**config.mk**
```make
export PLATFORM = sky130hd
export DESIGN_NAME = boot_loader_flat
export DESIGN_NICKNAME = d
export VERILOG_FILES = /design/src/rtl/boot_pkg.sv /design/src/rtl/boot_loader_if.sv /design/src/rtl/boot_word_asm.sv /design/src/rtl/boot_loader.sv /design/src/flat_wrapper.sv
export SDC_FILE = /design/constraint.sdc
export NUM_CORES = 1
export LEC_CHECK = 0
export ABC_AREA = 1
export ABC_CLOCK_PERIOD_IN_PS = 2750
export CAP_MARGIN = 20
export CORE_ASPECT_RATIO = 2
export CORE_MARGIN = 4
export CORE_UTILIZATION = 53
export DETAILED_ROUTE_END_ITERATION = 8
export GPL_TIMING_DRIVEN = 0
export PLACE_DENSITY = 0.79
export SKIP_LAST_GASP = 1
export SLEW_MARGIN = 20
export SYNTH_ARGS = -nofsm -noshare
export SYNTH_HDL_FRONTEND = slang
export SYNTH_SLANG_ARGS = --single-unit
```
**constraint.sdc**
```tcl
create_clock -name clk -period 2.75 [get_ports clk]
set_clock_uncertainty 0.1 [all_clocks]
set_input_delay 0.55 -clock clk [delete_from_list [all_inputs] [get_ports clk]]
set_output_delay 0.55 -clock clk [all_outputs]
set_load 0.02 [all_outputs]
```
**src/rtl/boot_pkg.sv**
```systemverilog
// Shared types and constants for the serial boot loader.
package boot_pkg;

    localparam int unsigned BOOT_WORDS     = 32;
    localparam int unsigned BOOT_ADDR_W    = 5;
    localparam int unsigned BYTES_PER_WORD = 4;

    typedef enum logic [2:0] {
        ST_IDLE,
        ST_RECV,
        ST_WRITE,
        ST_CHECK,
        ST_DONE,
        ST_ERROR
    } boot_state_t;

endpackage

```
**src/rtl/boot_loader_if.sv**
```systemverilog
// Byte-stream input, memory-load output and boot status signals of the loader.
interface boot_loader_if #(
    parameter int unsigned ADDR_W = 5,
    parameter int unsigned DATA_W = 32
);

    logic              start;
    logic              in_valid;
    logic [7:0]        in_data;
    logic              in_ready;
    logic              load_mem_en;
    logic [ADDR_W-1:0] load_mem_addr;
    logic [DATA_W-1:0] load_mem_data;
    logic              cpu_rst_n;
    logic              done;
    logic              error;

    // Loader side.
    modport slave (
        input  start, in_valid, in_data,
        output in_ready, load_mem_en, load_mem_addr, load_mem_data,
               cpu_rst_n, done, error
    );

    // Byte source / boot controller side.
    modport master (
        output start, in_valid, in_data,
        input  in_ready, load_mem_en, load_mem_addr, load_mem_data,
               cpu_rst_n, done, error
    );

endinterface

```
**src/rtl/boot_word_asm.sv**
```systemverilog
// Little-endian byte-to-word assembler: byte 0 of each group lands in the LSB lane.
module boot_word_asm
    import boot_pkg::*;
#(
    parameter int unsigned BYTES = BYTES_PER_WORD
) (
    input  logic               clk,
    input  logic               rst,
    input  logic               clear,
    input  logic               accept,
    input  logic [7:0]         byte_in,
    output logic [8*BYTES-1:0] word_next,
    output logic               last
);

    localparam int unsigned CNT_W = (BYTES > 1) ? $clog2(BYTES) : 1;

    // Only the upper BYTES-1 lanes need storage; the final byte completes the
    // word combinationally so the consumer can register it on the same edge.
    logic [8*(BYTES-1)-1:0] word_q;
    logic [CNT_W-1:0]       byte_cnt;

    assign word_next = {byte_in, word_q};
    assign last      = accept && (byte_cnt == CNT_W'(BYTES - 1));

    // Shift accepted bytes in from the top and track the lane position.
    always_ff @(posedge clk) begin
        if (rst || clear) begin
            word_q   <= '0;
            byte_cnt <= '0;
        end else if (accept) begin
            word_q   <= word_next[8*BYTES-1:8];
            byte_cnt <= last ? '0 : byte_cnt + 1'b1;
        end
    end

endmodule

```
**src/rtl/boot_loader.sv**
```systemverilog
// Serial program loader: assembles words, writes them to CPU memory, verifies
// the trailing checksum and then releases the CPU from reset.
module boot_loader
    import boot_pkg::*;
#(
    parameter int unsigned WORDS  = BOOT_WORDS,
    parameter int unsigned ADDR_W = BOOT_ADDR_W,
    parameter int unsigned DATA_W = 32
) (
    input  logic          clk,
    input  logic          rst,
    boot_loader_if.slave  bus
);

    boot_state_t       state;
    boot_state_t       state_next;
    logic [ADDR_W-1:0] word_cnt;
    logic [7:0]        sum;
    logic [7:0]        sum_next;
    logic              ready;
    logic              accept;
    logic              go;
    logic              word_accept;
    logic              word_last;
    logic              last_word;
    logic [DATA_W-1:0] word_next;
    logic [ADDR_W-1:0] addr_q;
    logic [DATA_W-1:0] data_q;

    // Handshake and status outputs decode straight from the state register.
    assign ready             = (state == ST_RECV) || (state == ST_CHECK);
    assign bus.in_ready      = ready;
    assign bus.load_mem_en   = (state == ST_WRITE);
    assign bus.done          = (state == ST_DONE);
    assign bus.cpu_rst_n     = (state == ST_DONE);
    assign bus.error         = (state == ST_ERROR);
    assign bus.load_mem_addr = addr_q;
    assign bus.load_mem_data = data_q;

    assign accept      = bus.in_valid && ready;
    assign go          = bus.start && ((state == ST_IDLE) || (state == ST_ERROR));
    assign word_accept = accept && (state == ST_RECV);
    assign sum_next    = sum + bus.in_data;
    assign last_word   = (word_cnt == ADDR_W'(WORDS - 1));

    boot_word_asm #(
        .BYTES (BYTES_PER_WORD)
    ) u_word_asm (
        .clk       (clk),
        .rst       (rst),
        .clear     (go),
        .accept    (word_accept),
        .byte_in   (bus.in_data),
        .word_next (word_next),
        .last      (word_last)
    );

    // State register.
    always_ff @(posedge clk) begin
        if (rst) begin
            state <= ST_IDLE;
        end else begin
            state <= state_next;
        end
    end

    // Next-state decode.
    always_comb begin
        state_next = state;
        unique case (state)
            ST_IDLE:  if (go) state_next = ST_RECV;
            ST_RECV:  if (word_last) state_next = ST_WRITE;
            ST_WRITE: state_next = last_word ? ST_CHECK : ST_RECV;
            ST_CHECK: if (accept) state_next = (sum_next == 8'h00) ? ST_DONE : ST_ERROR;
            ST_DONE:  state_next = ST_DONE;
            ST_ERROR: if (go) state_next = ST_RECV;
            default:  state_next = ST_IDLE;
        endcase
    end

    // Word counter and running byte checksum.
    always_ff @(posedge clk) begin
        if (rst || go) begin
            word_cnt <= '0;
            sum      <= '0;
        end else begin
            if (word_accept) begin
                sum <= sum_next;
            end
            if ((state == ST_WRITE) && !last_word) begin
                word_cnt <= word_cnt + 1'b1;
            end
        end
    end

    // Capture address and completed word as the last byte arrives so both are
    // valid during WRITE and hold afterwards.
    always_ff @(posedge clk) begin
        if (rst) begin
            addr_q <= '0;
            data_q <= '0;
        end else if (word_last) begin
            addr_q <= word_cnt;
            data_q <= word_next;
        end
    end

endmodule

```
**src/flat_wrapper.sv**
```systemverilog
// flat-port wrapper written by rule: the top's interface ports become plain ports
module boot_loader_flat import boot_pkg::*;
#(
    parameter int unsigned WORDS  = BOOT_WORDS,
    parameter int unsigned ADDR_W = BOOT_ADDR_W,
    parameter int unsigned DATA_W = 32
)
  (clk, rst, bus_start, bus_in_valid, bus_in_data, bus_in_ready, bus_load_mem_en, bus_load_mem_addr, bus_load_mem_data, bus_cpu_rst_n, bus_done, bus_error);
  boot_loader_if #(.ADDR_W(ADDR_W), .DATA_W(DATA_W)) bus_i ();
  input  logic clk;
  input  logic rst;
  input wire logic [$bits(bus_i.start)-1:0] bus_start;
  input wire logic [$bits(bus_i.in_valid)-1:0] bus_in_valid;
  input wire logic [$bits(bus_i.in_data)-1:0] bus_in_data;
  output wire logic [$bits(bus_i.in_ready)-1:0] bus_in_ready;
  output wire logic [$bits(bus_i.load_mem_en)-1:0] bus_load_mem_en;
  output wire logic [$bits(bus_i.load_mem_addr)-1:0] bus_load_mem_addr;
  output wire logic [$bits(bus_i.load_mem_data)-1:0] bus_load_mem_data;
  output wire logic [$bits(bus_i.cpu_rst_n)-1:0] bus_cpu_rst_n;
  output wire logic [$bits(bus_i.done)-1:0] bus_done;
  output wire logic [$bits(bus_i.error)-1:0] bus_error;
  assign bus_i.start = bus_start;
  assign bus_i.in_valid = bus_in_valid;
  assign bus_i.in_data = bus_in_data;
  assign bus_in_ready = bus_i.in_ready;
  assign bus_load_mem_en = bus_i.load_mem_en;
  assign bus_load_mem_addr = bus_i.load_mem_addr;
  assign bus_load_mem_data = bus_i.load_mem_data;
  assign bus_cpu_rst_n = bus_i.cpu_rst_n;
  assign bus_done = bus_i.done;
  assign bus_error = bus_i.error;
  boot_loader #(.WORDS(WORDS), .ADDR_W(ADDR_W), .DATA_W(DATA_W)) u_core (.clk(clk), .rst(rst), .bus(bus_i));
endmodule
```
After elaboration in Yosys (flattened, before gate mapping):

Cells that the tools add are included.

* add/sub/neg operators: 3
* equal/unequal tests: 10
* multiplexer cells: 7
* reduce and logical (&&, ||, !) cells: 13

Operator list (number)
* 3-bit one-hot mux with 5 select lines: 1
* 3-bit two-way mux: 3
* 8-bit adder: 1
* 8-bit zero test: 1
* 3-bit by 2-bit == test with 1-bit output, second input constant: 2
* 3-bit == test, second input constant: 2
* 5-bit by 1-bit adder with 5-bit output, second input constant: 1
* 5-bit == test, second input constant: 1
* 1-bit logical AND: 5
* 2-bit two-way mux: 2
* 2-bit by 1-bit != test with 1-bit output, second input constant: 2
* 3-bit by 1-bit == test with 1-bit output, second input constant: 1
* 3-bit zero test: 1
* 1-bit logical OR: 3
* 3-bit AND reduction: 1
* 2-bit by 1-bit adder with 2-bit output, second input constant: 1
* 2-bit == test, second input constant: 1
* 2-bit != test, second input constant: 1
* 2-bit OR reduction: 1
* 1-bit zero test: 1
* 1-bit two-way mux: 1

* bits in registers: 79
* bits of input ports: 12
* logic and storage cells: 40

Depth between registers and ports, before layout:

* depth after elaboration: 7
* mapped depth: 14

Modules after synthesis:

From an unflattened synthesis, not the netlist that was laid out.

* cells, all modules: 512
* area total of the unflattened synthesis: 3617.2 um^2

By module, submodules not included
* boot_loader: instances 1, cells each 336, area an instance 2443.6 um^2
* boot_word_asm: instances 1, cells each 176, area an instance 1173.6 um^2

Worst setup path after synthesis:

No wires, ideal clock.

* kind: in2reg
* from: input bus_in_data[0]
* to: register u_core.state[0]
* setup time: 0.132 ns
* arrival: 1.947 ns
* required time: 2.518 ns
* setup slack: 0.570 ns
* stages on the path: 11
* cells stage by stage: ha_1 > fa_1 > or2_2 > nor2_1 > nand3_1 > nor2_1 > nand2_1 > nand2_1 > nand2_1 > nand2_1 > a21oi_1

* word-level cells in the longest chain between the ends: 5

RTL lines
* start, declared: RTL line flat_wrapper.sv:14 `input wire logic [$bits(bus_i.in_data)-1:0] bus_in_data;`
* 8-bit adder: RTL line boot_loader.sv:43 `assign sum_next = sum + bus.in_data;`
* named net u_core.sum_next[1]: RTL line boot_loader.sv:19 `logic [7:0] sum_next;`
* 8-bit zero test: RTL line boot_loader.sv:74 `ST_CHECK: if (accept) state_next = (sum_next == 8'h00) ? ST_DONE : ST_ERROR;`
* 1-bit two-way mux: RTL line boot_loader.sv:74
* 3-bit two-way mux: RTL line boot_loader.sv:74
* 3-bit one-hot mux with 5 select lines: RTL line boot_loader.sv:70 `unique case (state)`
* end signal, assigned: RTL line boot_loader.sv:63 `state <= state_next;`
* end, declared: RTL line boot_loader.sv:15 `boot_state_t state;`

The timed path passes the listed nets, and every way through them passes these cells. The select of a mux whose other input is x is not followed.
A chain may end at the register's enable or synchronous reset.

Worst setup path in the final report:

Same ends and word-level chain as after synthesis.

==> impl_results.md <==
* Outcome: complete, no violations
* Fin crit share at 93.88%
* CP Buf/Inv Count at 1
* R2r setup slk at 0.58 ns
* Area share of xor/xnor cells in the synthesized design at 0.5104%
* Final hold violations at 0
* Power density of the placed cells at 780.2 nW/µm²
* Asr flop ratio synth at 0%
* DRT Wirelength at 8772 µm
* CP delay by family, top: simple AND/OR/NAND/NOR gates
* Pin count of the biggest net entering global routing at 14
* Max cap viols at 0
* Clock H-tree levels at 3
* Max Used Layer: met4
* CTS tree: done
* Most frequent cell after synthesis: nand2_1
* Sw Ratio at between 30% and 40%
* Hold path endpoint: u_core.bus.load_mem_data[2]
* CP Data Arrival Time at between 2 and 3 ns
* Vias in the first global route at between 3,000 and 4,000
* Cell Int Power at roughly 2.4 mW
* CTS max path bufs at 2
* Switch Pwr at 1.049 mW
* Setup violators final at 0
* Detailed-route wire length per cell at between 10 and 15 µm
* Cell area after synthesis at about 3400 µm²
* Register area at 1582 µm²
* Initial antenna violation count at 0
* RSZ-0062 raised after global routing: no
* Clock sink count at 79
* Critical path peak fanout at 3
* I/O pins at 54
* Synth warn at 0
* Detailed Routing Iterations Pass 1 at 4
* Synth cell types at 31
* Total power draw at ~3.4 mW
* Hold depth at 2
* Clk Latency, worst-skew pair at roughly 0.34 ns
* Number of buffers created by CTS at 9
* Fmax at 387.3 MHz
* WP data required at roughly 2.9 ns
* Die W at between 60 and 70 µm
* Grt ovf at 0
* Ranking of synthesized cells by area: dfxtp_1 46%, nand2_1 15%, a21oi_1 11%
* Clock Tree Root: clkbuf_16
* GRT Total Usage at 23.91%
* Post-Syn Instances at 458
* Area of the multi-input gates at 1579 µm²
* Vias per std cell at approximately 5.3
* Post-synthesis simple-gate area fraction at around 28%
* Clock Pin Slew Worst Setup and Hold Paths at roughly 0.06 ns
* CP Launch Type: input pin
* Post-Synth Adder-Cell Area at roughly 4.2%
* Metal2 WL at slightly below 5000 µm
* Synth Net Count at 481
* Cell mode on critical path: nand2_1
* Min-delay worst type: flip-flop to flip-flop
* Post-synthesis mux area share at 0%
* CP Launch Point: bus_in_data[0]
* Combinational power share at 23.4%
* Metal1 wirelength at 3144 µm
* N_diodes at 0
* Max VDD drop at approximately 0.00069 V
* Gpl congestion at ~0.85
* Nets@finish at 544
* Sequential share of the synthesized area at between 40% and 50%
* Core area at about 6300 µm²
* CP Capture Type: flip-flop
* Post-route ant nets at 0
* Synth Area in Compound Gates at approximately 13%
* Avg Cell Area, Syn at 7.494 µm²
* Hold Path Origin: u_core.bus.load_mem_data[2]
* Slowest cell delay on critical path at between 0.5 and 0.6 ns
* Final number of max-transition violations at 0
* Cells along the critical path: clkdlybuf4s50_1 > ha_2 > fa_1 > or2_2 > nor2_1 > nand3_1 > nor2_1 > nand2_1 > nand2_1 > nand2_1 > nand2_1 > a21oi_1
* Cts hold-fix bufs at 0
* Critical-path top delay cell: clkdlybuf4s50_1
* Reg2Reg Depth at 11
* Area share of the largest cell type after synthesis at ~46%
* R2r endpoint: u_core.state[0]
* Routed length on met3 at between 300 and 400 µm
* I/O Buffers at 52
* Main synth FF type: dfxtp_1
* Number of synthesized flops with an enable pin at 0
* Initial Util at between 50% and 60%
* Layout area overhead at 28.47%
* Fill count at between 500 and 600
* # DRC at 0
* Slew @ Worst Pin at about 0.54 ns
* Clock share of power at 40.0%
* Largest family of logic cells by synthesized area: simple AND/OR/NAND/NOR gates
* Tmin final at roughly 2.6 ns
* Lkg Pwr at between 1.5 and 2 nW
* Die area at around 7900 µm²
* Dominant cell type by area after synthesis: dfxtp_1
* Detail Placement HPWL at about 6400 µm
* Fraction of layout cells with a size suffix above 1 at under 10%
* Initial DRC Count at around 170
* Reg power frac at between 30% and 40%
* WS Path Type: input pin to flip-flop
* Top post-synthesis cells by count: 137 x nand2_1, 79 x dfxtp_1, 75 x a21oi_1
* #FFs+latches synth at 79
* Vias at 3,262
* Standard-cell row count at 41
* RR Startpoint: u_core.sum[0]
* First-pass GRT wire length at 14,440 µm
* Worst slew margin at between 60% and 70%
* Final design utilization at between 60% and 70%
* Die Ht at around 120 µm
==> state kept, by name (all words and copies together), names as in the netlist <==
| register | count |
|---|---|
| u_core.sum | 8 |
| u_core.state | 3 |
| u_core.u_word_asm.word_q | 24 |
| u_core.u_word_asm.byte_cnt | 2 |
| u_core.word_cnt | 5 |
| u_core.bus.load_mem_addr | 5 |
| u_core.bus.load_mem_data | 32 |
==> worst reg2reg max path, cell delays in order, from the launching register on <==
cell and delay [ns]:
dfxtp_1 0.36, ha_2 0.23, fa_1 0.45, or2_2 0.29
nor2_1 0.11, nand3_1 0.09, nor2_1 0.10, nand2_1 0.10
nand2_1 0.07, nand2_1 0.04, nand2_1 0.05, a21oi_1 0.06
==> placed cells by master (no fill, tap or decap), types with 2 or more instances in the layout <==
master,instances
buf_2,3
buf_4,13
dfxtp_1,79
clkinv_2,2
o21ai_1,6
a21oi_1,75
nand2_2,2
clkdlybuf4s50_1,52
clkbuf_1,11
inv_1,24
nand2_1,137
nand3_1,50
clkbuf_16,9
nor3_1,3
nor2_1,16
ha_1,9
bufinv_16,3
nor2_4,4
inv_2,7
nand4_1,3
==> stage by stage <==
| step | instance area (µm²) | hold slack [ns] | instances | setup TNS (ns) | setup slack, ns |
|---|---|---|---|---|---|
| 2_1_floorplan | 3432 | 0.3415 | 458 | 0 | 0.5704 |
| 3_3_place_gp | 4060 | 0.3454 | 596 | -0.1889 | -0.1889 |
| 3_5_place_dp | 4060 | 0.3504 | 596 | -0.2218 | -0.2218 |
| 4_1_cts | 4407 | 0.3597 | 612 | 0 | 0.1187 |
| 5_1_grt | 4409 | 0.3750 | 612 | 0 | 0.01668 |
| 6_report | 4409 | 0.3573 | 612 | 0 | 0.1683 |
==> layer usage <==
layer,vias to the layer above,global-route usage (%)
met5,-,0
met4,0,14.57
met3,26,4.613
met2,89,44.77
met1,1523,23.27
li1,1624,-
==> kinds of logic (layout without fill, tap and decap cells) <==
logic type | count (synthesis) | in the layout
xor gates and xnor gates | 2 | 2
adders and majority gates | 11 | 11
buffers and inverters | 59 | 127
and+or+nand+nor | 220 | 220
AOI/OAI and AO/OA | 87 | 87
DFF | 79 | 79
==> power by group through the flow <==
stage	combinational, mW	sequential (mW)	clock (mW)
4_1_cts	0.805	1.26	1.39
5_1_grt	0.896	1.26	1.43
2_1_floorplan	0.585	1.27	0
3_3_place_gp	0.777	1.28	0
6_report	0.805	1.26	1.38
3_5_place_dp	0.797	1.28	0
==> what timing repair did <==
| action | 4_1_cts | 5_1_grt |
|---|---|---|
| setup endpoints to repair | 0 | 1 |
| gates resized for setup | 0 | 1 |
| buffers inserted | 0 | 0 |
==> worst max-delay path by stage <==
| stage | endpoint | slack [ns] | cells after the start |
|---|---|---|---|
| 6_report | u_core.state[0] | 0.17 | 12 |
| 5_1_grt | u_core.state[0] | 0.02 | 12 |
| 4_1_cts | u_core.state[0] | 0.12 | 12 |
| 3_5_place_dp | u_core.state[0] | -0.22 | 12 |
| 3_3_place_gp | u_core.state[0] | -0.19 | 12 |
| 2_1_floorplan | u_core.state[0] | 0.57 | 11 |
==> area by class of cell <==
cell class                      count  area share, %
Sequential cell                    79          35.87
Multi-Input combinational cell    320          35.81
Timing Repair Buffer               52          11.80
Clock buffer                       10          5.420
Buffer                             28          3.575
Inverter                           31          2.639
Clock inverter                      6          2.440
Tap cell                           86          2.440
Note: power is estimated with default switching activity, not from simulation.
